<file path="src/rtl/otter_intrpt_ctrl_pkg.sv">
// Shared definitions for the OTTER interrupt controller: FSM state encoding,
// CSR addresses and the trap-vector alignment helper.
package otter_intrpt_ctrl_pkg;

  typedef enum logic [1:0] {
    IDLE    = 2'd0,
    PEND    = 2'd1,
    TAKE    = 2'd2,
    HANDLER = 2'd3
  } state_t;

  localparam logic [11:0] CSR_MIE_ADDR   = 12'h304;
  localparam logic [11:0] CSR_MTVEC_ADDR = 12'h305;
  localparam logic [11:0] CSR_MEPC_ADDR  = 12'h341;

  // Direct-mode trap base: the low two mtvec bits are the mode field.
  function automatic logic [31:0] trap_base(input logic [31:0] mtvec);
    return {mtvec[31:2], 2'b00};
  endfunction

endpackage

</file>
<file path="src/rtl/otter_edge_sync.sv">
// Optional 2-flop synchronizer plus rising-edge detector for ext_intrpt.
// Build option: define OTTER_INTRPT_SYNC_EN to insert the synchronizer.
module otter_edge_sync (
  input  logic clk,
  input  logic rst_n,
  input  logic async_in,
  output logic rise
);

`ifdef OTTER_INTRPT_SYNC_EN
  localparam int VLD_W = 3;
  logic [1:0] sync_q;
  logic       sample;

  always_ff @(posedge clk or negedge rst_n) begin
    if (!rst_n) begin
      sync_q <= 2'b00;
    end else begin
      sync_q <= {sync_q[0], async_in};
    end
  end

  assign sample = sync_q[1];
`else
  localparam int VLD_W = 1;
  logic sample;

  assign sample = async_in;
`endif

  logic             prev_q;
  logic [VLD_W-1:0] vld_q;

  // vld_q marks when the history holds a genuine post-reset sample, so a
  // level that was already high during reset is never reported as an edge.
  always_ff @(posedge clk or negedge rst_n) begin
    if (!rst_n) begin
      prev_q <= 1'b0;
      vld_q  <= '0;
    end else begin
      prev_q <= sample;
      vld_q  <= (vld_q << 1) | VLD_W'(1);
    end
  end

  assign rise = vld_q[VLD_W-1] & sample & ~prev_q;

endmodule

</file>
<file path="src/rtl/otter_intrpt_ctrl.sv">
// OTTER machine-mode external interrupt controller: edge-triggered request,
// trap insertion at instruction boundaries, mret return and missed counting.
module otter_intrpt_ctrl
  import otter_intrpt_ctrl_pkg::*;
#(
  parameter int CNT_W = 8
) (
  input  logic             clk,
  input  logic             rst_n,
  input  logic             ext_intrpt,
  input  logic             instr_boundary,
  input  logic             mret,
  input  logic             csr_mie,
  input  logic [31:0]      csr_mtvec,
  input  logic [31:0]      csr_mepc,
  output logic             intrpt_taken,
  output logic             pc_redirect,
  output logic [31:0]      trap_pc,
  output logic             pending,
  output logic             in_handler,
  output logic [CNT_W-1:0] missed_cnt
);

  state_t           state_q, state_d;
  logic             latch_q, latch_d;
  logic             miss_inc;
  logic [CNT_W-1:0] missed_q;
  logic             rise;

  otter_edge_sync u_edge_sync (
    .clk      (clk),
    .rst_n    (rst_n),
    .async_in (ext_intrpt),
    .rise     (rise)
  );

  always_ff @(posedge clk or negedge rst_n) begin
    if (!rst_n) begin
      state_q  <= IDLE;
      latch_q  <= 1'b0;
      missed_q <= '0;
    end else begin
      state_q <= state_d;
      latch_q <= latch_d;
      if (miss_inc && (missed_q != '1)) begin
        missed_q <= missed_q + CNT_W'(1);
      end
    end
  end

  always_comb begin
    state_d  = state_q;
    latch_d  = latch_q;
    miss_inc = 1'b0;
    case (state_q)
      IDLE: begin
        if (rise) state_d = PEND;
      end
      PEND: begin
        if (rise) miss_inc = 1'b1;
        if (csr_mie && instr_boundary) state_d = TAKE;
      end
      TAKE: begin
        state_d = HANDLER;
        if (rise) begin
          if (latch_q) miss_inc = 1'b1;
          else         latch_d  = 1'b1;
        end
      end
      HANDLER: begin
        // On return, a latched request and a fresh edge collapse into one
        // pending request; if both exist the second one is lost.
        if (mret) begin
          if (latch_q || rise) begin
            state_d  = PEND;
            latch_d  = 1'b0;
            miss_inc = latch_q & rise;
          end else begin
            state_d = IDLE;
          end
        end else if (rise) begin
          if (latch_q) miss_inc = 1'b1;
          else         latch_d  = 1'b1;
        end
      end
      default: state_d = IDLE;
    endcase
  end

  // Outputs are gated by rst_n so a reset drops them without waiting for a clock.
  always_comb begin
    intrpt_taken = 1'b0;
    pc_redirect  = 1'b0;
    trap_pc      = 32'h0;
    if (rst_n) begin
      if (state_q == TAKE) begin
        intrpt_taken = 1'b1;
        pc_redirect  = 1'b1;
        trap_pc      = trap_base(csr_mtvec);
      end else if (mret) begin
        pc_redirect = 1'b1;
        trap_pc     = csr_mepc;
      end
    end
  end

  assign pending    = rst_n & (state_q == PEND);
  assign in_handler = rst_n & ((state_q == TAKE) | (state_q == HANDLER));
  assign missed_cnt = missed_q;

endmodule
</file>
<file path="config.mk">
export PLATFORM = sky130hd
export DESIGN_NAME = otter_intrpt_ctrl
export DESIGN_NICKNAME = d
export VERILOG_FILES = /design/src/rtl/otter_intrpt_ctrl_pkg.sv /design/src/rtl/otter_edge_sync.sv /design/src/rtl/otter_intrpt_ctrl.sv
export SDC_FILE = /design/constraint.sdc
export NUM_CORES = 1
export LEC_CHECK = 0
export BUFFER_PORTS_ARGS = -buffer_cell sky130_fd_sc_hd__buf_2
export CORE_MARGIN = 2
export CORE_UTILIZATION = 34
export DETAILED_ROUTE_END_ITERATION = 10
export GPL_ROUTABILITY_DRIVEN = 0
export PLACE_DENSITY = 0.8
export RECOVER_POWER = 25
export SLEW_MARGIN = 25
export SYNTH_ARGS = -nofsm -noshare
export SYNTH_HDL_FRONTEND = slang
export SYNTH_HIERARCHICAL = 1
export SYNTH_SLANG_ARGS = --single-unit
</file>
<file path="constraint.sdc">
create_clock -name clk -period 2.2 [get_ports clk]
set_input_delay 0.33 -clock clk [delete_from_list [all_inputs] [get_ports clk]]
set_output_delay 0.33 -clock clk [all_outputs]
set_load 0.01 [all_outputs]
</file>
# Word level (Yosys, flattened, before mapping)
# Index checks and enable logic that the tools add are counted.
# totals
ff_bits	13
output_inout_bits	44
word_cells	51
# classes
n_eq_ne	8
n_mux	23
add_sub_neg	1
bitwise	7
reduce_logical	7
# ops
op	n
$mux 32	3
$mux 1	14
$add 8x1->8 const B	1
$ne 8x8->1 const B	1
$pmux 2 s4	1
$mux 2	3
$ne 2x2->1 const B	3
$and 1x1->1	5
$eq 2x2->1 const B	2
$ne 3x3->1 const B	1
$pmux 1 s3	1
$reduce_and 3->1	1
$eq 2x1->1 const B	1
$logic_and 1x1->1	2
$logic_not 2->1	1
$pmux 1 s2	1
$reduce_and 2->1	1
$reduce_bool 2->1	1
$logic_or 1x1->1	1
$not 1->1	1
$or 1x1->1	1

# Longest topological paths before layout
# logic_depth
ltp_word	7
ltp_mapped	7
depth_no_buf	6

# Cells and area by module
# The synthesis kept the hierarchy.
# modules_own_cells
module	cells_per_inst	n_inst	area_per_inst_um2	seq_area_each_um2
otter_intrpt_ctrl	109	1	972.2	275.3
otter_edge_sync	4	1	62.6	50.0

# Worst setup path before layout
# Ideal clock, no wire load.
# synth_timing
path_kind	reg2reg
startpoint	register state_q[0]
endpoint	register missed_q[7] (netlist: missed_cnt[7])
path_stages_with_launch	8
required_ps	2072
setup_time_ps	128
n_path_buf	1
setup_slack_ps	229
arrival_ps	1844
synth_period_minus_slack_ps	1971
cell_sequence	dfrtp_1 -> inv_1 -> ha_1 -> nor3_1 -> or4_1 -> buf_2 -> nor3_1 -> mux2_1
# synth_between
elab_chain_len	3
word_cells_on_any_way	5
# synth_lines
element	line	text
start, declared	otter_intrpt_ctrl.sv:24	state_t state_q, state_d;
start signal, assigned	otter_intrpt_ctrl.sv:43	state_q <= state_d;
$eq 2x2->1 / $eq 2x1->1 (equally long branches)	otter_intrpt_ctrl.sv:55	case (state_q)
$pmux 1 s3 (*)	otter_intrpt_ctrl.sv:55	
$logic_and 1x1->1 (*)	otter_intrpt_ctrl.sv:45	if (miss_inc && (missed_q != '1)) begin
end signal, assigned	otter_intrpt_ctrl.sv:46	missed_q <= missed_q + CNT_W'(1);
end, declared	otter_intrpt_ctrl.sv:27	logic [CNT_W-1:0] missed_q;
# Mark *: on every way between the ends. The rest lies on a longest branch, timed or not.
# A chain may end at the register's enable or synchronous reset.

# Worst setup path after layout
# layout_timing
startpoint	register state_q[0]
endpoint	output port trap_pc[13]
# layout_between
elab_chain_len	3
# layout_lines
element	line	text
$eq 2x2->1	otter_intrpt_ctrl.sv:96	if (state_q == TAKE) begin
$mux 32	otter_intrpt_ctrl.sv:96	
$mux 32	otter_intrpt_ctrl.sv:95	if (rst_n) begin
end, declared	otter_intrpt_ctrl.sv:18	output logic [31:0] trap_pc,
# No other way between the ends.

==> results.md <==
- Die Wd: 59.2 um
- Post-Syn Instances: ~110
- CP Launch Point: state_q[0]
- Mapped Area: between 1000 and 1500 sq um
- Worst EP arrival: around 1700 ps
- Post-DP HPWL: 2830 um
- #FFs+latches synth: 13
- Startpoint type of the worst setup path: flip-flop
- Placement Setup Slack: 91.8 ps
- Area Growth Syn to Fin: 69.9%
- H-tree levels: 1
- Status: finished, final reports clean
- Ranking of synthesized cells by area: dfrtp_1 (31%), a22o_1 (25%), ha_1 (7.3%)
- Vias per cell: just under 5
- Die ar.: 3500 sq um
- Yosys top cell area share: 0.314
- Sequential share of power: 0.269
- Logic pwr share: 0.617
- Netlist cell types: 29
- First-pass GRT wire length: ~5200 um
- VDD IR max: roughly 410 uV
- CP Capture Type: output port
- FF-to-FF Start: state_q[1]
- WL/cell: 14.0 um
- Final setup TNS: 0 ps
- Period utilisation layout: 0.936
- Layout cell share with drive strength beyond 1: 0.552
- Power Dens Cells: between 700 and 800 nW/um^2
- Core Util, Final: 0.590
- Die Y: between 50 and 60 um
- Max Cap Viol: 0
- Vias in the first global route: between 1k and 1.5k
- CTS tree: done
- Post-route cell area: between 1500 and 2000 sq um
- Routed wire length: 3690 um
- FP Rows: 20
- Worst Tran Pin Value: between 700 and 800 ps
- Worst-path clk slew: approximately 80 ps
- Register area share after synthesis: 0.314
- Final Max Slew Viols: 0
- Area of the multi-input gates: 666 sq um
- Overall Global Routing Usage: 0.197
- Final WS setup: about 140 ps
- F_max: about 490 MHz
- Net Switching: about 0.00056 W
- Clk sinks: 13
- Floorplan Core Area: a little under 3000 sq um
- ANT cells: 0
- Worst Path Required: around 1900 ps
- Crit Path Class: reg2out
- Most common cell after layout, fill and taps aside: buf_2
- HP Class: in2reg
- Commonest cells after routing, fill and taps aside: buf_2 (106), a22o_1 (30), dfrtp_1 (13)
- Max Root-Sink Buffers: 2
- Ys Warns: 6
- Reg area: between 300 and 400 sq um
- Sw frac: 0.420
- CTS Buf Count: 3
- Fillers: 287
- Setup violators final: 0
- Final Hold Vio Count: 0
- P_leak: ~1 nW
- Cell-internal power: between 0.0007 and 0.0008 W
- # DRC: 0
- Starting Density: 0.347
- Clk_lat worst skew: 270 ps
- Port Buffers: 111
- Mapped Nets: around 190
- Remaining global-route overflow: 0
- Vias: ~1.3k
- Root buf cell: clkbuf_4
- 1st-iter DRT viols: 34
- Power Total: roughly 0.0013 W
- Avg Inst Size Synth: just over 9 sq um
- Nets@finish: ~300
- Tmin final: 2060 ps
- Largest net degree at the start of global routing: 32
- Remaining antenna violation count: 0
- RSZ-0062 raised after global routing: false
- Initial antenna violation count: 0
- DRT Pass-1 Iters: 4
- Clock skew: roughly 3.7 ps
- Critical Path Fanout Max: 7
- Post-DP Area: roughly 1700 sq um
- Min-delay src: ext_intrpt
- Clock power share: 0.114
- Synth area leader: dfrtp_1
- Io pins: ~110
- Max_slew headroom: 0.485
[what timing repair did]
item                       CTS  global route
pin swaps                    1             2
resized for setup            6             6
gates cloned                 3             1
setup buffers                2             0
hold buffers                 0             0
setup endpoints to repair   22            35
[power groups by stage]
stage | Clock [W] | Combinational (W) | Sequential [W]
global placement | 0 | 0.000731 | 0.000358
CTS | 0.000156 | 0.000799 | 0.000353
detailed placement | 0 | 0.000746 | 0.000363
finish | 0.000151 | 0.000815 | 0.000355
global route | 0.000178 | 0.000901 | 0.000367
floorplan | 0 | 0.000438 | 0.000363
[cells in the mapped netlist]
master and instances:
a22o_1 30, dfrtp_1 13, inv_1 8, nor2_1 7, clkbuf_1 6, ha_1 6, nand2_1 5, and2_1 4
o21ai_0 4, mux2_2 3, nand3_1 3, nor3_1 3, mux2_1 2, nand4_1 2, o21a_1 2, xor2_1 2
a222oi_1 1, a22oi_1 1, a31oi_1 1, and3b_1 1, buf_1 1, buf_2 1, conb_1 1, nand2b_1 1
nor3_2 1, nor3b_1 1, nor4_2 1, or4_1 1, xnor2_1 1
[metrics by stage]
step,hold WS [ps],std cells
6_report,185,263
5_1_grt,171,263
4_1_cts,36.8,263
3_5_place_dp,333,254
3_3_place_gp,335,254
2_1_floorplan,34.4,113
[registers in the layout, indices dropped and copies added (netlist names)]
register	flops
latch_q	1
state_q	2
missed_cnt	8
u_edge_sync/vld_q	1
u_edge_sync/prev_q	1
[layout make-up]
class,count,area share
repair buffers,121,0.381
flip-flops and latches,13,0.185
well taps,33,0.0235
multi-input cells,84,0.379
inverters,8,0.0171
clock buffers,4,0.0149
[path summary, 6_finish.rpt]
kind / depth (start not counted) / endpoint / slack, ps
setup / recovery: 7 / trap_pc[13] / 140
hold / removal: 1 / u_edge_sync/prev_q / 190
setup reg to reg: 6 / missed_cnt[7] / 190
hold reg to reg: 1 / missed_cnt[5] / 550
max in group asynchronous: 2 / state_q[1] / 1410
min in group asynchronous: 2 / missed_cnt[3] / 310
[layer usage]
layer	wire, um	vias up	track usage
li1	-	656	-
met1	1530	593	0.258
met2	1890	52	0.338
met3	248	2	0.0306
met4	22	0	0.0487
met5	0	-	0
[kinds of logic after synthesis]
kind of cell / Yosys count / share of synthesized area
mux: 5 / 0.0544
compound gates: 39 / 0.311
buf+inv: 16 / 0.0592
simple gates: 30 / 0.160
other cells: 1 / 0.00362
flops: 13 / 0.314
fa+ha+maj: 6 / 0.0725
xor+xnor: 3 / 0.0254
[worst max-delay path, stage by stage, from the launching register on]
cell and delay, ps:
dfrtp_1 400, inv_2 80, ha_2 270, nor3b_4 60
buf_6 140, buf_4 150, a22o_1 220, buf_2 130
No activity file was read; power rests on OpenSTA's default activity.
